## src/rtl/rv_dm_wb_bridge_pkg.sv

```systemverilog
// Shared definitions for the uRV data-memory to Wishbone bridge:
// FSM encoding, default error read data and the latched request record.
package rv_defs;

  typedef enum logic {
    BRIDGE_IDLE = 1'b0,
    BRIDGE_BUS  = 1'b1
  } bridge_state_e;

  localparam logic [31:0] RV_BUS_ERR_DATA = 32'h0000_0000;

  // Everything driven onto the bus for one transaction, held for its duration.
  typedef struct packed {
    logic [31:0] adr;
    logic [31:0] dat;
    logic [3:0]  sel;
    logic        we;
  } wb_req_t;

  function automatic logic [31:0] word_addr(input logic [31:0] byte_addr);
    return byte_addr & 32'hFFFF_FFFC;
  endfunction

endpackage

```

## src/rtl/rv_dm_wb_bridge.sv

```systemverilog
// Bridges single uRV data-memory loads/stores onto Wishbone B4 classic cycles,
// with a per-transaction timeout and a sticky error flag.
module rv_dm_wb_bridge
  import rv_defs::*;
#(
  parameter int unsigned g_timeout  = 255,
  parameter logic [31:0] g_err_data = RV_BUS_ERR_DATA
) (
  input  logic        clk_i,
  input  logic        rst_i,
  input  logic [31:0] dm_addr_i,
  input  logic [31:0] dm_data_s_i,
  input  logic [3:0]  dm_data_select_i,
  input  logic        dm_load_i,
  input  logic        dm_store_i,
  output logic        dm_ready_o,
  output logic [31:0] dm_data_l_o,
  output logic        dm_load_done_o,
  output logic        dm_store_done_o,
  output logic [31:0] wb_adr_o,
  output logic [31:0] wb_dat_o,
  output logic [3:0]  wb_sel_o,
  output logic        wb_we_o,
  output logic        wb_cyc_o,
  output logic        wb_stb_o,
  input  logic [31:0] wb_dat_i,
  input  logic        wb_ack_i,
  input  logic        wb_err_i,
  output logic        bus_err_o,
  input  logic        bus_err_clr_i
);

  localparam bit TIMEOUT_EN = (g_timeout != 0);
  localparam int CNT_W      = TIMEOUT_EN ? $clog2(g_timeout + 1) : 1;
  localparam logic [CNT_W-1:0] CNT_MAX  = TIMEOUT_EN ? CNT_W'(g_timeout) : '0;
  localparam logic [CNT_W-1:0] CNT_LAST = TIMEOUT_EN ? CNT_W'(g_timeout - 1) : '0;

  bridge_state_e state_q, state_d;
  wb_req_t       req_q, req_d;
  logic [CNT_W-1:0] cnt_q, cnt_d;
  logic [31:0]   data_l_q, data_l_d;
  logic          ld_done_q, ld_done_d;
  logic          st_done_q, st_done_d;
  logic          err_q, err_d;
  logic          err_set;
  logic          timeout;

  // NOTE: every variable gets a default before the case statement so no path
  // leaves it unassigned; that is what keeps this block free of latches.
  always_comb begin
    state_d   = state_q;
    req_d     = req_q;
    cnt_d     = cnt_q;
    data_l_d  = data_l_q;
    ld_done_d = 1'b0;
    st_done_d = 1'b0;
    err_set   = 1'b0;
    timeout   = 1'b0;

    case (state_q)
      BRIDGE_IDLE: begin
        if (dm_load_i || dm_store_i) begin
          state_d = BRIDGE_BUS;
          req_d   = '{adr: word_addr(dm_addr_i), dat: dm_data_s_i,
                      sel: dm_data_select_i, we: dm_store_i};
          cnt_d   = '0;
          // A store wins over a same-cycle load; the dropped load is an error.
          err_set = dm_load_i && dm_store_i;
        end
      end

      BRIDGE_BUS: begin
        if (TIMEOUT_EN && (cnt_q != CNT_MAX)) cnt_d = cnt_q + 1'b1;
        timeout = TIMEOUT_EN && (cnt_q == CNT_LAST);
        if (wb_ack_i || wb_err_i || timeout) begin
          state_d   = BRIDGE_IDLE;
          ld_done_d = !req_q.we;
          st_done_d = req_q.we;
          err_set   = !wb_ack_i;
          if (!req_q.we) data_l_d = wb_ack_i ? wb_dat_i : g_err_data;
        end
      end

      default: state_d = BRIDGE_IDLE;
    endcase

    err_d = err_set ? 1'b1 : (bus_err_clr_i ? 1'b0 : err_q);
  end

  // NOTE: state registers use non-blocking assignments so every flop samples
  // the values from before the edge, independent of block ordering.
  always_ff @(posedge clk_i or posedge rst_i) begin
    if (rst_i) begin
      state_q   <= BRIDGE_IDLE;
      req_q     <= '0;
      cnt_q     <= '0;
      data_l_q  <= '0;
      ld_done_q <= 1'b0;
      st_done_q <= 1'b0;
      err_q     <= 1'b0;
    end else begin
      state_q   <= state_d;
      req_q     <= req_d;
      cnt_q     <= cnt_d;
      data_l_q  <= data_l_d;
      ld_done_q <= ld_done_d;
      st_done_q <= st_done_d;
      err_q     <= err_d;
    end
  end

  assign dm_ready_o      = (state_q == BRIDGE_IDLE);
  assign wb_cyc_o        = (state_q == BRIDGE_BUS);
  assign wb_stb_o        = (state_q == BRIDGE_BUS);
  assign wb_adr_o        = req_q.adr;
  assign wb_dat_o        = req_q.dat;
  assign wb_sel_o        = req_q.sel;
  assign wb_we_o         = req_q.we;
  assign dm_data_l_o     = data_l_q;
  assign dm_load_done_o  = ld_done_q;
  assign dm_store_done_o = st_done_q;
  assign bus_err_o       = err_q;

endmodule

```

## config.mk

```make
export PLATFORM = sky130hd
export DESIGN_NAME = rv_dm_wb_bridge
export DESIGN_NICKNAME = d
export VERILOG_FILES = /design/src/rtl/rv_dm_wb_bridge_pkg.sv /design/src/rtl/rv_dm_wb_bridge.sv
export SDC_FILE = /design/constraint.sdc
export NUM_CORES = 1
export LEC_CHECK = 0
export BUFFER_PORTS_ARGS = -buffer_cell sky130_fd_sc_hd__buf_2
export CORE_MARGIN = 5
export CORE_UTILIZATION = 33
export CTS_BUF_LIST = sky130_fd_sc_hd__clkbuf_8
export CTS_CLUSTER_DIAMETER = 100
export CTS_CLUSTER_SIZE = 20
export DETAILED_ROUTE_END_ITERATION = 16
export SKIP_LAST_GASP = 1
export SYNTH_ARGS = -nofsm -noshare
export SYNTH_HDL_FRONTEND = slang
export SYNTH_SLANG_ARGS = --single-unit
export TNS_END_PERCENT = 50
```

## constraint.sdc

```tcl
create_clock -name clk_i -period 8.6 [get_ports clk_i]
set_clock_uncertainty 0.05 [all_clocks]
set_input_delay 0.86 -clock clk_i [delete_from_list [all_inputs] [get_ports clk_i]]
set_output_delay 0.86 -clock clk_i [all_outputs]
set_load 0.01 [all_outputs]
```

# [Yosys cells after proc, flatten, opt, wreduce, memory -nomap -nowiden]
# Cells that the tools add are included.
[word_totals] inputBits=107 reg_bits=111 out_inout_bits=107 wordCells=43
[op_classes] muxes=16 n_addsub=1 n_eq_ne=4 bitwise=2 reduce_logical=10
[ops] op="$mux 32" count=1
[ops] op="$mux 8" count=2
[ops] op="$pmux 8 s2" count=1
[ops] op="$mux 1" count=10
[ops] op="$add 8x1->8 const B" count=1
[ops] op="$eq 8x8->1 const B" count=1
[ops] op="$ne 8x8->1 const B" count=1
[ops] op="$ne 2x1->1 const B" count=2
[ops] op="$pmux 1 s2" count=2
[ops] op="$reduce_and 2->1" count=2
[ops] op="$logic_or 1x1->1" count=3
[ops] op="$reduce_and 3->1" count=1
[ops] op="$logic_not 1->1" count=2
[ops] op="$not 1->1" count=2
[ops] op="$reduce_bool 2->1" count=1
[ops] op="$logic_and 1x1->1" count=1

# [Logic depth before layout (Yosys ltp)]
# Gate-level depths: netlist of the first run.
[logic_depth] word_depth=5 ltp_mapped=7 depth_no_buf=5

# [Worst setup path after synthesis of the first run]
# No wires, ideal clock.
[synth_timing] kind="input to register" from="in dm_store_i" to="reg req_q (netlist bit wb_adr_o[10])" setup_ns=0.125 path_stages=4 arrival_ns=1.622 path_slack_ns=6.803 n_path_buf=2 t_required_ns=8.425 cell_sequence="o21bai_1 -> buf_4 -> buf_6 -> mux2_2"
[synth_via] elab_chain_len=2
[synth_lines] element="start, declared" line="rv_dm_wb_bridge.sv:15" text="input logic dm_store_i,"
[synth_lines] element="$logic_or 1x1->1" line="rv_dm_wb_bridge.sv:62" text="if (dm_load_i || dm_store_i) begin"
[synth_lines] element="$reduce_and 2->1 (no line)"
[synth_lines] element="end signal, assigned" line="rv_dm_wb_bridge.sv:103" text="req_q <= req_d;"
[synth_lines] element="end, declared" line="rv_dm_wb_bridge.sv:39" text="wb_req_t req_q, req_d;"
# Every way passes these cells.
# A chain may end at the register's enable or synchronous reset.

# [Final worst setup path of the first run]
[layout_timing] from="reg state_q, in the netlist wb_cyc_o" to="out dm_ready_o"
[layout_via] elab_chain_len=1
[layout_lines] element="start, declared" line="rv_dm_wb_bridge.sv:38" text="bridge_state_e state_q, state_d;"
[layout_lines] element="start signal, assigned" line="rv_dm_wb_bridge.sv:102" text="state_q <= state_d;"
[layout_lines] element="$not 1->1 (no line)"
[layout_lines] element="end, declared" line="rv_dm_wb_bridge.sv:16" text="output logic dm_ready_o,"
# Every way passes these cells.

==> results_dict.tcl, run 1 <==
set metrics [dict create \
    run_status "complete, no violations" \
    syn_area_sq_um 4756 \
    grt_pass1_vias 3573 \
    clk_pin_slew_ps 90 \
    tns_ps 0 \
    crit_chain "inv_1 > buf_2" \
    filler_cell_count 1342 \
    initial_utilization_pct 34.00 \
    cp-start-kind "flip-flop" \
    yosys_warnings 0 \
    period_share_pct 25.44 \
    grt_max_degree 72 \
    ant_nets 0 \
    yosysUniqueCellTypes 39 \
    wirelength_um 11100 \
    worst_slew_pin_slew_ps 1178 \
    maxCapViolCount 0 \
    cts.sinks 111 \
    slowest_delay_ps 550 \
    p_leak_nw 2.783 \
    vias_per_cell 4.714 \
    placed_cell_area_sq_um 5847 \
    grt_antenna_before_repair 0 \
    numCtsBuffers 9 \
    ir_worst_vdd_mv 0.1182 \
    route.detailed.drc 0 \
    slowest_stage "dfrtp_1" \
    dieWidth_um 130.1 \
    postSynthCellCount 358 \
    holdBufCountCts 0 \
    final_core_util_pct 42.98 \
    cts_root_buf "clkbuf_8" \
    clock.fmax_mhz 457.2 \
    seq_area_sq_um 2779 \
    setup_viol 0 \
    hold_class "flip-flop to flip-flop" \
    maxSlewHeadroom_pct 21.48 \
    whs_path_depth 1 \
    hold_viol 0 \
    hpwl_um 8219 \
    synth_area_per_cell_sq_um 13.28 \
    wire_per_inst_um 15.07 \
    cts_tree "built" \
    seq_area_frac_synth_pct 58.41 \
    core_area_sq_um 13990 \
    drtPass1Iterations 4 \
    arrival_ps 1280 \
    rsz0062_at_grt "no" \
    multiInputGateArea_sq_um 1742 \
    final_area_sq_um 6012 \
    gp_congestion 0.7335 \
    clkLatencyLatePin_ps 360 \
    cts_setup_buffers 0 \
    numPortBuffers 209 \
    dominantRegCellSynth "dfrtp_1" \
    crit_fanout 13 \
    grt_pass1_wl_um 17370 \
    power_density_nw_per_um2 262.2 \
    async_flop_share_pct 100.0 \
    grt_usage_pct 12.95 \
    overflow 0 \
    num_rows 43 \
    cts_max_path_buffers 2 \
    crit_type "flip-flop to output port" \
    synth_edf_count 0 \
    drive_gt1_share_pct 53.86 \
    vias 3474 \
    whs_ps 455.1 \
    dieArea_sq_um 16910 \
    fp.dieH_um 130.1 \
    antenna_cells 0 \
    cts-htree-levels 3 \
    num_io_pins 214 \
    area_delta_synth_final_pct 26.41 \
    drt_iter0_markers 101 \
    required_ps 7690 \
    period_minus_slack_ps 2187 \
    synth_seq_cells 111 \
    endpoint_kind "output port" \
    finalMaxSlewViolations 0 \
    reg2regPathDepth 3 \
    final_net_count 662 \
    cts-resized-gates 0 \
]
## flip-flops by register name, summed over array words and instances, names as in the netlist
signal,cells
wb_cyc_o,1
wb_dat_o,32
wb_we_o,1
wb_adr_o,30
dm_data_l_o,32
bus_err_o,1
wb_sel_o,4
cnt_q,8
dm_store_done_o,1
dm_load_done_o,1
## metrics by stage
stage,total power [W],setup slack (ps),std cells
floorplan,0.001105,4759,359
global placement,0.001303,6180,722
detailed placement,0.001326,6115,722
CTS,0.001610,6368,737
global route,0.001689,6242,737
finish,0.001576,6413,737
## synthesized netlist by cell type, types with 4 or more instances
cell type  count  area (sq um)
buf_2          6         30.03
o2bb2ai_1     31         271.5
inv_1          6         22.52
nor2b_1       33         206.5
mux2i_1        5         50.05
buf_6          8         90.09
clkbuf_1       9         33.78
mux2_2        66         743.2
nand2_1        8         30.03
buf_4          4         30.03
dfrtp_1      111          2778
a21oi_1       33         165.2
## routing by layer
metal	GRT usage, %	vias up	part of all wire, %
met1	15.80	1668	41
met2	21.09	143	48
met5	0	-	0
met3	4.339	14	9.7
li1	-	1649	-
met4	5.318	0	1.8
## critical path, delay by kind of cell (launching register included)
kind     cells  cell delay, ps
flops        1             550
buf+inv      2             370
## layout by cell type (no fill, tap or decap), types with 2 or more instances in the layout
master / n
buf_4: 4
clkinvlp_4: 2
nor2_1: 3
nand2_1: 8
mux2_2: 66
conb_1: 2
mux2i_1: 5
o21ai_0: 2
a211oi_1: 2
buf_2: 209
o211ai_1: 2
a31oi_1: 3
inv_1: 7
o2bb2ai_1: 31
dfrtp_1: 110
ha_1: 2
nor2b_1: 33
a21oi_1: 33
nand3_1: 2
clkbuf_8: 10
## logic make-up (layout without fill, tap and decap cells)
logic type	count (synthesis)	in the layout	share of synthesized area, %
mux	71	71	16.68
buf+inv	36	234	5.288
flops	111	111	58.41
simple gates	55	55	6.867
compound gates	82	82	12.15
other cells	1	2	0.07885
fa+ha+maj	2	2	0.5261
## path summary, 6_finish.rpt
path,from,to,slack (ps)
worst max-delay path,wb_cyc_o,dm_ready_o,6410
worst min-delay path,wb_dat_o[7],wb_dat_o[7],460
worst max register to register,wb_cyc_o,wb_dat_o[1],6550
worst min register to register,wb_dat_o[7],wb_dat_o[7],460
max in group asynchronous,rst_i,wb_dat_o[25],6770
min in group asynchronous,rst_i,wb_adr_o[27],510
## final cells by class
| class | count | share of cell area [%] |
|---|---|---|
| inverter | 6 | 0.4162 |
| sequential | 111 | 46.22 |
| multi-input combinational | 212 | 28.97 |
| clock inverter | 5 | 0.4579 |
| clock buffer | 10 | 2.289 |
| timing repair buffer | 213 | 17.90 |
| tap | 180 | 3.746 |
## power breakdown
group	switching, W	total (W)	leakage (nW)	internal, W
Sequential	0.0000926	0.000761	1.26	0.000669
Combinational	0.000279	0.000542	1.43	0.000263
Clock	0.000164	0.000273	0.0868	0.000109
Total	0.000536	0.00158	2.78	0.00104
Power figures use the tool's default switching activity.
==> run 2, diff against run 1 <==
--- a/config.mk
+++ b/config.mk
@@ -5,6 +5,7 @@
 export SDC_FILE = /design/constraint.sdc
 export NUM_CORES = 1
 export LEC_CHECK = 0
+export ABC_AREA = 1
 export BUFFER_PORTS_ARGS = -buffer_cell sky130_fd_sc_hd__buf_2
 export CORE_MARGIN = 5
 export CORE_UTILIZATION = 33
==> constraint.sdc (replaced) <==
create_clock -name clk_i -period 2.2 [get_ports clk_i]
set_clock_uncertainty 0.05 [all_clocks]
set_input_delay 0.22 -clock clk_i [delete_from_list [all_inputs] [get_ports clk_i]]
set_output_delay 0.22 -clock clk_i [all_outputs]
set_load 0.01 [all_outputs]
==> run 2 against run 1 <==
Compared with the run above: first-iteration DRC count up 90%; via count grew 25%; sequential share of layout area shrank 5.1 points; die area is 0.39% lower; critical path depth is 4 higher; sequential power increased to 3.8 times the previous value; area after synthesis fell by 0.42%; utilization grew 5.3 points; wire length grew 19%; critical endpoint is now wb_adr_o[7].
==> results_dict.tcl, run 2 <==
set metrics [dict create \
    core_area_sq_um 13990 \
    dp.cells 913 \
    ant_nets 0 \
    maxCapViolCount 0 \
    hold_viol 0 \
    clk_pin_slew_ps 100 \
    grt_antenna_before_repair 0 \
    vias 4356 \
    cts-htree-levels 3 \
    p_comb_share_pct 32.9 \
    pwr-share-clk_pct 20.0 \
    grt_pass1_vias 4405 \
    grt_usage_pct 15.79 \
    pwr-share-seq_pct 47.1 \
    cts_setup_buffers 0 \
    grt_pass1_wl_um 21300 \
    p_sw_w 0.002204 \
    mostFrequentLayoutCell "nand2_1" \
    cp-start-kind "flip-flop" \
    top_layer "met4" \
    p_int_w 0.003987 \
    numCtsBuffers 9 \
    hold_class "input pin to flip-flop" \
    crit_fanout 49 \
    period_share_pct 78.63 \
    setup_viol 0 \
    synth_seq_cells 111 \
    synth_edf_count 0 \
    drtPass1Iterations 4 \
    yosys.area.top_type "dfrtp_1" \
    whs_path_depth 4 \
    worst_slew_pin_slew_ps 606.0 \
    fp.dieH_um 129.8 \
    wire_per_inst_um 13.29 \
    clock.fmax_mhz 578.1 \
    overflow 0 \
    dominantRegCellSynth "dfrtp_1" \
    numPortBuffers 209 \
    seq_area_frac_synth_pct 58.65 \
    final_cell_mix "nand2_1, buf_2, dfrtp_1, dlygate4sd3_1, nand3b_1" \
    r2r-start "wb_cyc_o" \
    synthMostInstantiatedCell "nand2_1" \
    yosys-top-cells-area "dfrtp_1, nand2_1, nand3b_1" \
    reg2regPathDepth 6 \
    area_delta_synth_final_pct 42.67 \
    dieWidth_um 129.8 \
    ys_top_cells_by_count "nand2_1, dfrtp_1, nand3b_1, inv_1, nor2_1" \
    period_minus_slack_ps 1730 \
    wirelength_um 13250 \
    whs_ps 62.81 \
    min_from "bus_err_clr_i" \
    stdcell_count 997 \
    rsz0062_at_grt "no" \
    vias_per_cell 4.369 \
    finalMaxSlewViolations 0 \
    final_area_sq_um 6756 \
    final_net_count 920 \
    clkLatencyLatePin_ps 380 \
    p_leak_nw 3.824 \
    endpoint_kind "flip-flop" \
    cts.sinks 111 \
    swShare_pct 35.60 \
    grt_max_degree 112 \
    hpwl_um 8748 \
    num_rows 43 \
    wl_met2_um 6595 \
    yosysUniqueCellTypes 25 \
    num_io_pins 214 \
    power_density_nw_per_um2 916.4 \
    m1WireLength_um 5473 \
    cts_tree "built" \
    cts_root_buf "clkbuf_8" \
    netlist.area_leader.share_pct 58.65 \
    drive_gt1_share_pct 29.29 \
    ir_worst_vdd_mv 0.5018 \
    required_ps 2470 \
    route.detailed.drc 0 \
    arrival_ps 2000 \
    dieArea_sq_um 16850 \
    maxSlewHeadroom_pct 59.60 \
    postSynthCellCount 548 \
    synth_area_per_cell_sq_um 8.642 \
    drt_iter0_markers 192 \
    holdBufCountCts 67 \
    run_status "complete, no violations" \
    gp_congestion 0.7482 \
    cts-resized-gates 0 \
    cts_max_path_buffers 2 \
    tns_ps 0 \
    async_flop_share_pct 100.0 \
    syn_area_sq_um 4736 \
    yosys_warnings 0 \
    crit_start "wb_cyc_o" \
    placed_cell_area_sq_um 5886 \
    initial_utilization_pct 33.86 \
    crit_type "flip-flop to flip-flop" \
    dr_wl_met3_um 734 \
]
-- run 2: cell types whose count changed in the layout (fill, tap and decap cells not counted), moves of 6 or more --
cell           delta
nand2_1         +312
dlygate4sd3_1    +67
mux2_2           -66
a21oi_1          -33
nor2b_1          -33
nand3b_1         +32
o2bb2ai_1        -31
nor2_1            +8
inv_1             +6
o21ai_0           +6
-- run 2: metal layers --
metal	global-route usage (%)	up-vias
li1	-	2197
met1	19.61	1989
met2	26.08	138
met3	3.234	32
met4	8.130	0
met5	0	-
-- run 2: final timing paths --
kind / to / slack (ps)
setup / recovery: wb_adr_o[7] / 470
hold / removal: bus_err_o / 60
setup reg to reg: wb_adr_o[7] / 470
hold reg to reg: dm_data_l_o[9] / 420
max in group asynchronous: wb_dat_o[23] / 1150
min in group asynchronous: wb_adr_o[30] / 470
-- run 2: critical path: stages, from the launching register on --
cell	delay, ps
dfrtp_1	560
inv_4	200
o21ai_4	90
inv_2	300
buf_12	270
nand2_1	80
nand2_1	80
-- run 2: cell type report --
cell class	count	area [sq um]
diodes	1	2.502
clock inverters	6	60.06
inverters	14	58.81
repair buffers	282	1799
fillers	1324	7232
well taps	180	225.2
flip-flops and latches	111	2778
clock buffers	10	137.6
multi-input cells	393	1695
-- run 2: power groups by stage --
stage	Clock, W	Combinational, W	Sequential (W)
3_3_place_gp	0	0.00193	0.00294
5_1_grt	0.00139	0.00228	0.00300
4_1_cts	0.00131	0.00207	0.00292
3_5_place_dp	0	0.00198	0.00294
2_1_floorplan	0	0.000848	0.00319
6_report	0.00124	0.00204	0.00292
-- run 2: per-stage QoR --
stage / setup WS [ps] / util [%] / power, W
3_5_place_dp: 496.2 / 42.08 / 0.004922
4_1_cts: 475.1 / 48.28 / 0.006302
6_report: 470.2 / 48.30 / 0.006192
3_3_place_gp: 534.2 / 42.08 / 0.004870
5_1_grt: 310.0 / 48.28 / 0.006663
2_1_floorplan: 586.5 / - / 0.004041
-- run 2: logic make-up (layout without fill, tap and decap cells) --
group | count (synthesis) | count (layout) | synth area share [%]
AND/OR/NAND/NOR | 376 | 376 | 33.26
buffers and inverters | 45 | 312 | 5.627
AO/OA/AOI/OAI | 12 | 12 | 1.665
other | 1 | 3 | 0.07918
adder cells (fa/ha/maj) | 2 | 2 | 0.5283
flip-flops | 111 | 111 | 58.65
XOR/XNOR | 1 | 1 | 0.1850
==> run 3, diff against run 2 <==
--- a/config.mk
+++ b/config.mk
@@ -5,7 +5,7 @@
 export SDC_FILE = /design/constraint.sdc
 export NUM_CORES = 1
 export LEC_CHECK = 0
-export ABC_AREA = 1
+export ABC_AREA = 0
 export BUFFER_PORTS_ARGS = -buffer_cell sky130_fd_sc_hd__buf_2
 export CORE_MARGIN = 5
 export CORE_UTILIZATION = 33
==> constraint.sdc (replaced) <==
create_clock -name clk_i -period 1.8 [get_ports clk_i]
set_clock_uncertainty 0.05 [all_clocks]
set_input_delay 0.18 -clock clk_i [delete_from_list [all_inputs] [get_ports clk_i]]
set_output_delay 0.18 -clock clk_i [all_outputs]
set_load 0.01 [all_outputs]
==> run 3 against run 2 <==
Compared with the run above: utilization is 1.0 points higher; largest power group unchanged; clock power grew 10%; critical path type is now flip-flop to output port; non-clock buffer count grew 14; critical path depth fell by 4; global-route usage shrank 1.3 points; critical endpoint is now wb_we_o; final cell count is 18% lower; highest routed layer unchanged.
==> results_dict.tcl, run 3 (synthesis gave the netlist of run 1 again) <==
set metrics [dict create \
    crit_fanout 52 \
    final_core_util_pct 49.34 \
    core_area_sq_um 13990 \
    numCtsBuffers 9 \
    p_comb_share_pct 35.8 \
    vias_per_cell 4.657 \
    num_rows 43 \
    run_status "complete, no violations" \
    grt_max_degree 61 \
    cp-start-kind "flip-flop" \
    clkLatencyLatePin_ps 370 \
    path_buf_inv 2 \
    endpoint_kind "output port" \
    cts-htree-levels 3 \
    grt_pass1_vias 3981 \
    area_delta_synth_final_pct 45.12 \
    dieArea_sq_um 16910 \
    p_sw_w 0.002701 \
    multiInputGateArea_sq_um 1742 \
    grt_antenna_before_repair 0 \
    fp.dieH_um 130.1 \
    ir_worst_vdd_mv 0.5205 \
    mostFrequentLayoutCell "buf_2" \
    pwr-share-seq_pct 46.7 \
    r2r-end "dm_data_l_o[3]" \
    vias 3823 \
    setup_viol 0 \
    pwr-share-clk_pct 17.5 \
    drive_gt1_share_pct 47.89 \
    initial_utilization_pct 34.00 \
    clock.fmax_mhz 626.3 \
    power_density_nw_per_um2 1134 \
    cts_setup_buffers 0 \
    maxCapViolCount 0 \
    p_int_w 0.005122 \
    cts_tree "built" \
    crit_chain "buf_12 > buf_2" \
    rsz0062_at_grt "no" \
    num_io_pins 214 \
    period_minus_slack_ps 1597 \
    slowest_stage "dfrtp_2" \
    final_cell_mix "buf_2, dfrtp_1, dlygate4sd3_1, mux2_2" \
    required_ps 1570 \
    overflow 0 \
    whs_path_depth 3 \
    cts_max_path_buffers 2 \
    drt_iter0_markers 190 \
    clk_pin_slew_ps 110 \
    slowest_delay_ps 560 \
    wirelength_um 12610 \
    holdBufCountCts 78 \
    grt_usage_pct 14.49 \
    wire_per_inst_um 15.36 \
    reg2regPathDepth 6 \
    ant_nets 0 \
    crit_family "flip-flops" \
    power_w 0.007823 \
    period_share_pct 88.70 \
    rrSetupSlack_ps 220 \
    whs_ps 28.29 \
    hold_viol 0 \
    arrival_ps 1370 \
    r2r-start "cnt_q[0]" \
    hpwl_um 8225 \
    holdPathEnd "dm_data_l_o[30]" \
    tns_ps 0 \
    final_net_count 745 \
    antenna_cells 0 \
    route.detailed.drc 0 \
    cts-resized-gates 0 \
    hold_class "input pin to flip-flop" \
    cts_root_buf "clkbuf_8" \
    crit_type "flip-flop to output port" \
    grt_pass1_wl_um 19670 \
    finalMaxSlewViolations 0 \
    drtPass1Iterations 4 \
    gp_congestion 0.7785 \
    p_leak_nw 3.149 \
    swShare_pct 34.52 \
    numPortBuffers 209 \
    dieWidth_um 130.1 \
    min_from "wb_dat_i[30]" \
    filler_cell_count 1256 \
    seq_area_sq_um 2779 \
    cts.sinks 111 \
    crit_start "wb_we_o" \
]
==> run 3: how the worst max path moves through the flow <==
| stage | cells after the start | end |
|---|---|---|
| floorplan | 1 | bus_err_o |
| global placement | 4 | wb_dat_o[29] |
| detailed placement | 4 | wb_adr_o[10] |
| CTS | 2 | wb_we_o |
| global route | 4 | cnt_q[0] |
| finish | 2 | wb_we_o |
==> run 3: layer usage <==
metal | vias up | global-route usage [%] | part of all wire, %
met4 | 0 | 6.418 | 2.3
met1 | 1824 | 17.37 | 41
li1 | 1823 | - | -
met3 | 25 | 4.503 | 8.4
met2 | 151 | 23.99 | 48
met5 | - | 0 | 0
==> run 3: cell type report <==
type	instances	area share (%)
clock buffers	9	1.795
well taps	180	3.263
repair buffers	296	28.35
inverters	6	0.3807
multi-input cells	212	25.24
clock inverters	7	0.7070
flip-flops and latches	111	40.26
==> run 3: power by group through the flow <==
stage | Sequential [W] | Combinational (W) | Clock [W]
6_report | 0.00366 | 0.00280 | 0.00137
5_1_grt | 0.00376 | 0.00307 | 0.00153
4_1_cts | 0.00365 | 0.00284 | 0.00145
3_5_place_dp | 0.00370 | 0.00270 | 0
3_3_place_gp | 0.00366 | 0.00264 | 0
2_1_floorplan | 0.00398 | 0.00130 | 0
==> run 3: tightest hold or removal path, delay by kind of cell <==
family	cells	cell delay [ps]
buffers and inverters	1	80
AO/OA/AOI/OAI	2	160
==> run 3: per-stage QoR <==
step           worst slack (ps)  instance area, sq um  std cells
3_5_place_dp              172.8                  5948        727
6_report                  203.4                  6902        821
5_1_grt                   47.38                  6902        821
2_1_floorplan             226.5                  4763        359
4_1_cts                   157.7                  6902        821
3_3_place_gp              228.2                  5948        727
